`src/rtl/hazard_sched.sv`:
```
// hazard_sched: stall/flush sequencing, operand and store-data forwarding selects and
// mul/div occupancy for the 5-stage MIPS pipeline. Define HAZ_STORE_FWD_EN for load->store forwarding.
module hazard_sched #(
  parameter int MULDIV_LAT = 4
) (
  input  logic       clk,
  input  logic       rst_n,
  input  logic       id_valid,
  input  logic [4:0] id_rs,
  input  logic [4:0] id_rt,
  input  logic       id_use_rs,
  input  logic       id_use_rt,
  input  logic       id_is_sw,
  input  logic [4:0] id_dst,
  input  logic       id_reg_write,
  input  logic       id_mem_to_reg,
  input  logic       id_is_muldiv,
  input  logic       id_reads_hilo,
  input  logic       ex_branch_taken,
  output logic       pc_write_en,
  output logic       ifid_write_en,
  output logic       ifid_flush,
  output logic       idex_bubble,
  output logic [1:0] fwd_a,
  output logic [1:0] fwd_b,
  output logic       fwd_f,
  output logic       muldiv_busy,
  output logic       md_state
);

  typedef struct packed {
    logic       valid;
    logic [4:0] dst;
    logic       reg_write;
    logic       mem_to_reg;
    logic [4:0] rs;
    logic [4:0] rt;
    logic       use_rs;
    logic       use_rt;
    logic       is_sw;
  } stage_t;

  typedef enum logic {IDLE = 1'b0, BUSY = 1'b1} md_state_t;

  localparam logic [5:0] LAT_M1 = 6'(MULDIV_LAT - 1);

  stage_t    ex_q, mem_q, wb_q, id_entry;
  md_state_t state_q, state_d;
  logic [5:0] cnt_q, cnt_d;
  logic ld_rs, ld_rt, load_use, md_haz, stall, launch;

  // The ID instruction advances into EX on every edge unless idex_bubble is high;
  // the upstream IF/ID register holds while ifid_write_en is low.
  always_comb begin
    id_entry = '0;
    if (id_valid && !idex_bubble) begin
      id_entry.valid      = 1'b1;
      id_entry.dst        = id_dst;
      id_entry.reg_write  = id_reg_write;
      id_entry.mem_to_reg = id_mem_to_reg;
      id_entry.rs         = id_rs;
      id_entry.rt         = id_rt;
      id_entry.use_rs     = id_use_rs;
      id_entry.use_rt     = id_use_rt;
      id_entry.is_sw      = id_is_sw;
    end
  end

  always_ff @(posedge clk or negedge rst_n) begin
    if (!rst_n) begin
      ex_q  <= '0;
      mem_q <= '0;
      wb_q  <= '0;
    end else begin
      ex_q  <= id_entry;
      mem_q <= ex_q;
      wb_q  <= mem_q;
    end
  end

  function automatic logic [1:0] fwd_sel(input logic [4:0] src, input logic use_src,
                                         input stage_t ex, input stage_t mem, input stage_t wb);
    logic [1:0] sel;
    sel = 2'b00;
    if (ex.valid && use_src && src != 5'd0) begin
      if (mem.valid && mem.reg_write && !mem.mem_to_reg && mem.dst == src)
        sel = 2'b10;
      else if (wb.valid && wb.reg_write && wb.dst == src)
        sel = 2'b01;
    end
    return sel;
  endfunction

  assign fwd_a = fwd_sel(ex_q.rs, ex_q.use_rs, ex_q, mem_q, wb_q);
  assign fwd_b = fwd_sel(ex_q.rt, ex_q.use_rt, ex_q, mem_q, wb_q);

  assign ld_rs = id_valid && ex_q.valid && ex_q.reg_write && ex_q.mem_to_reg &&
                 ex_q.dst != 5'd0 && id_use_rs && ex_q.dst == id_rs;
  assign ld_rt = id_valid && ex_q.valid && ex_q.reg_write && ex_q.mem_to_reg &&
                 ex_q.dst != 5'd0 && id_use_rt && ex_q.dst == id_rt;

`ifdef HAZ_STORE_FWD_EN
  // A store only needs the loaded value in MEM, where fwd_f supplies it.
  assign load_use = ld_rs || (ld_rt && !id_is_sw);
  assign fwd_f    = mem_q.valid && mem_q.is_sw && wb_q.valid && wb_q.reg_write &&
                    wb_q.mem_to_reg && mem_q.rt != 5'd0 && wb_q.dst == mem_q.rt;
`else
  assign load_use = ld_rs || ld_rt;
  assign fwd_f    = 1'b0;
`endif

  assign md_haz = id_valid && (state_q == BUSY) && (id_is_muldiv || id_reads_hilo);
  assign stall  = load_use || md_haz;
  assign launch = id_valid && id_is_muldiv && !stall && !ex_branch_taken;

  always_comb begin
    pc_write_en   = 1'b1;
    ifid_write_en = 1'b1;
    ifid_flush    = 1'b0;
    idex_bubble   = 1'b0;
    if (ex_branch_taken) begin
      ifid_flush  = 1'b1;
      idex_bubble = 1'b1;
    end else if (stall) begin
      pc_write_en   = 1'b0;
      ifid_write_en = 1'b0;
      idex_bubble   = 1'b1;
    end
  end

  always_ff @(posedge clk or negedge rst_n) begin
    if (!rst_n) begin
      state_q <= IDLE;
      cnt_q   <= '0;
    end else begin
      state_q <= state_d;
      cnt_q   <= cnt_d;
    end
  end

  // Counter runs LAT-1 down to 0 in BUSY, giving MULDIV_LAT busy cycles.
  always_comb begin
    state_d = state_q;
    cnt_d   = cnt_q;
    case (state_q)
      IDLE: begin
        if (launch) begin
          state_d = BUSY;
          cnt_d   = LAT_M1;
        end
      end
      BUSY: begin
        if (cnt_q == 6'd0) state_d = IDLE;
        else               cnt_d   = cnt_q - 6'd1;
      end
      default: begin
        state_d = IDLE;
        cnt_d   = '0;
      end
    endcase
  end

  assign muldiv_busy = (state_q == BUSY);
  assign md_state    = state_q;

  logic unused_bits;
  assign unused_bits = ^{wb_q.rs, wb_q.rt, wb_q.use_rs, wb_q.use_rt, wb_q.is_sw, wb_q.mem_to_reg};

endmodule

```
`config.mk`:
```
export PLATFORM = sky130hd
export DESIGN_NAME = hazard_sched
export DESIGN_NICKNAME = d
export VERILOG_FILES = /design/src/rtl/hazard_sched.sv
export SDC_FILE = /design/constraint.sdc
export NUM_CORES = 1
export LEC_CHECK = 0
export BUFFER_PORTS_ARGS = -buffer_cell sky130_fd_sc_hd__buf_2
export CORE_MARGIN = 3
export CORE_UTILIZATION = 45
export DETAILED_ROUTE_END_ITERATION = 12
export PLACE_DENSITY = 0.72
export SYNTH_ARGS = -nofsm -noshare
export SYNTH_HDL_FRONTEND = slang
export SYNTH_SLANG_ARGS = --single-unit
```
`constraint.sdc`:
```
create_clock -name clk -period 1.6 [get_ports clk]
set_input_delay 0.32 -clock clk [delete_from_list [all_inputs] [get_ports clk]]
set_output_delay 0.32 -clock clk [all_outputs]
set_load 0.01 [all_outputs]
```
After elaboration in Yosys (flattened, before gate mapping)
Cells that the tools add are included.
Widths: inputs -> output; s select.

word-level totals
  bits in registers = 42
  bits in latches = 0
  RAM bits = 0
  ROM bits = 0
  bits of input ports = 26
  output and inout bits = 11
  word-level logic and storage cells = 82
  memories kept = 0

cells by class
  add/subtract/negate cells = 1
  $mul = 0
  div/mod/pow operators = 0
  order comparisons = 0
  eq/ne operators = 8
  shifts and indexed selects = 0
  muxes and demuxes = 18
  bitwise logic cells = 1
  reduce and logical (&&, ||, !) cells = 37

operator list
  cell                 number
  $eq 5x5->1           6
  $logic_and 1x1->1    25
  $mux 21              1
  $reduce_bool 5->1    3
  $mux 6               2
  $pmux 6 s2           1
  $mux 1               9
  $mux 2               4
  $logic_not 6->1      1
  $sub 6x1->6 const B  1
  $logic_not 1->1      4
  $ne 2x2->1 const B   2
  $logic_or 1x1->1     3
  $pmux 1 s2           1
  $reduce_and 2->1     1
  $not 1->1            1

Depth between registers and ports, before layout
  depth after elaboration = 13
  mapped depth = 6
  mapped depth without buffers = 6

Worst setup path before layout
Ideal clock, no wire load.

  path kind = reg2out
  from = register state_q, in the netlist md_state
  to = output pc_write_en
  arrival time = 1.608 ns
  required time = 1.280 ns
  path slack = -0.328 ns
  cell stages (with the launch flop) = 7
  path buffers = 3
  path through = dfrtp_1 > clkbuf_1 > o211ai_1 > clkbuf_1 > nor2_1 > a31oi_1 > buf_4

on the way
  longest elaborated chain between the ends = 5

ends and longest elaborated chain
  what                            RTL line  RTL
  from (decl)                     48        md_state_t state_q, state_d;
  from (signal assigned)          136       state_q <= state_d;
  $logic_and 1x1->1 (2 in a row)  112       assign md_haz = id_valid && (state_q == BUSY) && (id_is_muldiv || id_reads_hilo);
  $logic_or 1x1->1                113       assign stall = load_use || md_haz;
  $mux 1 (2 in a row)             --
  to (decl)                       20        output logic pc_write_en,

Every way passes these cells.

Final worst setup path
  from = register ex_q[15] (netlist name)
  to = output pc_write_en

on the way
  longest elaborated chain between the ends = 8
  elaborated cells between the ends (all ways) = 12
  classes of those cells = eq/ne: 2; mux: 2; reduce/logical: 8

ends and longest elaborated chain
  what                                                      RTL line  RTL
  from (decl)                                               47        stage_t ex_q, mem_q, wb_q, id_entry;
  from (signal assigned)                                    75        ex_q <= id_entry;
  $reduce_bool 5->1                                         98, 100
  $logic_and 1x1->1                                         97, 99
  $logic_and 1x1->1, on equally long branches (2 in a row)  98, 100
  $logic_or 1x1->1 *                                        108       assign load_use = ld_rs || ld_rt;
  $logic_or 1x1->1 *                                        113
  $mux 1 *                                                  124       end else if (stall) begin
  $mux 1 *                                                  121       if (ex_branch_taken) begin

Mark *: on every way between the ends. The rest lies on a longest branch, timed or not.

==> insert_results.sql <==
INSERT INTO impl_metrics (metric_group, metric, value, unit) VALUES
('global_route', 'via_count_of_the_first_global_routing_pass', '1737', ''),
('clocking', 'number_of_buffers_created_by_cts', '5', ''),
('clocking', 'htreeDepth', '2', ''),
('die', 'top_level_ports', '37', ''),
('final_layout', 'fin_area', '0.00318', 'mm2'),
('die', 'start_util', '47.8', '%'),
('synth', 'synth_seq_area_share', '49.5', '%'),
('job', 'max_cap_violations', '0', ''),
('final_layout', 'drive_gt1_share', '50.7', '%'),
('global_route', 'first_pass_grt_wire_length', '8.43', 'mm'),
('detailed_routing', 'wl_per_cell', '18.0', 'um'),
('synth', 'synth_warnings', '0', ''),
('clocking', 'tritoncts', 'built', ''),
('detailed_routing', 'vias_per_cell', '5.64', ''),
('power', 'finalPower', '3.38', 'mW'),
('power', 'cellLeakagePower', '1.51', 'nW'),
('die', 'die_height', '74.7', 'um'),
('detailed_routing', 'initialDrtViolationCount', '139', ''),
('global_route', 'maximum_number_of_pins_on_one_net_before_global_route_repair', '29', ''),
('worst_setup_path', 'critPathLaunchType', 'flop', ''),
('global_route', 'grt_antenna_before_repair', '0', ''),
('worst_setup_path', 'timing.critical_path.required', '1.28', 'ns'),
('die', 'die_area', '0.00558', 'mm2'),
('clocking', 'clockRootBuffer', 'clkbuf_8', ''),
('detailed_routing', 'route.vias.total', '1918', ''),
('final_layout', 'sequential_cell_area', '0.00105', 'mm2'),
('die', 'placementRows', '24', ''),
('power', 'power_frac_seq', '38.7', '%'),
('timing', 'setup_viol', '31', ''),
('die', 'coreArea', '0.00444', 'mm2'),
('timing', 'total_count_of_hold_check_failures_in_the_final_report', '0', ''),
('power', 'power_switching_share', '35.8', '%'),
('final_layout', 'area_growth_syn_to_layout', '49.6', '%'),
('timing', 'finalWorstSetupSlack', '-0.623', 'ns'),
('synth', 'ys_types', '42', ''),
('placement', 'dp_worst_setup_slack', '-0.254', 'ns'),
('synth', 'synthesis.area', '0.00212', 'mm2'),
('placement', 'dpl.hpwl', '3.65', 'mm'),
('placement', 'placed_cell_area', '0.00261', 'mm2'),
('min_path', 'cells_on_worst_hold_path', '3', ''),
('synth', 'synth.ff_latch_count', '42', ''),
('global_route', 'grt.total_usage', '20.4', '%'),
('timing', 'rsz0062_at_grt', 'true', ''),
('timing', 'totalNegativeSetupSlack', '-8.91', 'ns'),
('detailed_routing', 'drt_pre_antenna_iters', '4', ''),
('worst_setup_path', 'crit_fanout', '3', ''),
('synth', 'post-synth-top-area-cell', 'dfrtp_1', ''),
('final_layout', 'layout.nets', '314', ''),
('power', 'power.combinational.fraction', '40.0', '%'),
('timing', 'clock_skew', '0.00690', 'ns'),
('power', 'cell_internal_pwr', '2.17', 'mW'),
('timing', 'layout_min_cycle_time', '2.22', 'ns'),
('min_path', 'hold_path_class', 'input port to flop', ''),
('synth', 'ys_dominant_reg_cell', 'dfrtp_1', ''),
('synth', 'postSynthAreaPerCell', '10.2', 'um2'),
('run_status', 'violations', 'negative setup slack', ''),
('final_layout', 'n_fill_cell', '299', ''),
('clocking', 'cts_buffer_depth', '2', ''),
('power', 'total_switching_power', '1.21', 'mW'),
('global_route', 'global_route.overflow_total', '0', ''),
('timing', 'finalMaxSlewViolations', '0', ''),
('synth', 'yosysTopAreaCellShare', '49.5', '%'),
('worst_setup_path', 'end_kind', 'primary output', ''),
('worst_setup_path', 'setup.worst_path.class', 'flop to primary output', ''),
('placement', 'routabilityCongestion', '0.879', ''),
('run_status', 'run_status', 'complete, but fails checks', ''),
('detailed_routing', 'drc_errors', '0', ''),
('final_layout', 'multiInputGateArea', '0.00126', 'mm2'),
('worst_setup_path', 'reg2reg_depth', '6', ''),
('final_layout', 'n_antenna_cell', '0', ''),
('power', 'power_density', '1060', 'mW/mm2');
[cells in the mapped netlist, types with 6 or more instances]
| library cell | count |
|---|---|
| dfrtp_1 | 42 |
| a21oi_1 | 23 |
| nand3_1 | 19 |
| xor2_1 | 26 |
| nor2_1 | 7 |
| buf_4 | 6 |
| clkbuf_1 | 7 |
| nor3_1 | 7 |
| o21ai_0 | 6 |
[critical path, cell delays in order (launching register included)]
cell and delay [ns]:
dfrtp_1 0.42, xor2_1 0.19, nor4_2 0.40, a32o_2 0.32, a31oi_4 0.11, buf_2 0.15
[cell usage in the layout (no fill, tap or decap), types with 5 or more instances in the layout]
master	synthesis	layout
a21oi_2	1	19
xnor2_1	5	5
nand2_1	5	5
nor2_1	7	5
nor2b_1	5	5
dfrtp_1	42	42
buf_6	0	10
clkbuf_8	0	5
buf_4	6	35
buf_2	0	33
nand3_1	19	19
xor2_1	26	25
[area by class of cell]
type                    instances  area share, %
flip-flops and latches         42           33.1
clock inverters                 3          0.749
multi-input cells             148           39.8
repair buffers                 85           21.6
well taps                      52           2.05
clock buffers                   5           2.17
inverters                       5          0.591
[state kept, by name (all words and copies together) (netlist names)]
| register | count |
|---|---|
| md_state | 1 |
| cnt_q | 6 |
| ex_q | 20 |
| mem_q | 8 |
| wb_q | 7 |
[kinds of logic (layout without fill, tap and decap cells)]
family,after synthesis,in the layout,synth area share [%]
multiplexers,2,2,1.06
AND/OR/NAND/NOR,67,67,18.3
flip-flops,42,42,49.5
buffers and inverters,18,98,4.24
adder cells (fa/ha/maj),1,1,0.589
XOR/XNOR,31,31,12.8
other,1,1,0.177
AO/OA/AOI/OAI,46,46,13.3
[path summary, 6_finish.rpt]
| check | from | end | slack, ns |
|---|---|---|---|
| hold reg to reg | mem_q[14] | wb_q[14] | 0.38 |
| min in group asynchronous | rst_n | cnt_q[2] | 0.46 |
| hold / removal | id_dst[1] | ex_q[16] | 0.25 |
| max in group asynchronous | rst_n | ex_q[11] | 0.68 |
| setup reg to reg | ex_q[15] | ex_q[1] | -0.23 |
| setup / recovery | ex_q[15] | pc_write_en | -0.62 |
[metal layers]
metal / vias to the layer above / GRT usage (%) / part of all wire, %
li1: 899 / - / -
met1: 919 / 28.4 / 40
met2: 86 / 32.3 / 52
met3: 14 / 3.87 / 5.5
met4: 0 / 7.11 / 2.5
met5: - / 0 / 0
[stage by stage]
step	std cells	hold WS (ns)	util (%)
CTS	329	0.226	62.6
finish	340	0.249	71.5
global placement	318	0.262	58.8
detailed placement	318	0.268	58.8
floorplan	208	0.0244	-
global route	340	0.249	71.5
[timing repair]
action / CTS / global route
setup buffers: 2 / 7
hold buffers: 1 / 0
cloned: 0 / 4
gates resized for setup: 13 / 59
setup endpoints to repair: 31 / 34
endpoints found under the hold margin: 14 / 0
pin swaps: 10 / 35
[power by group through the flow]
stage	Clock, mW	Combinational (mW)	Sequential (mW)
after CTS	0.722	1.10	1.29
after detailed placement	0	1.06	1.31
final	0.717	1.35	1.31
after global placement	0	1.04	1.31
after floorplan	0	0.638	1.33
after global routing	0.770	1.47	1.33
Note: power is estimated with default switching activity, not from simulation.
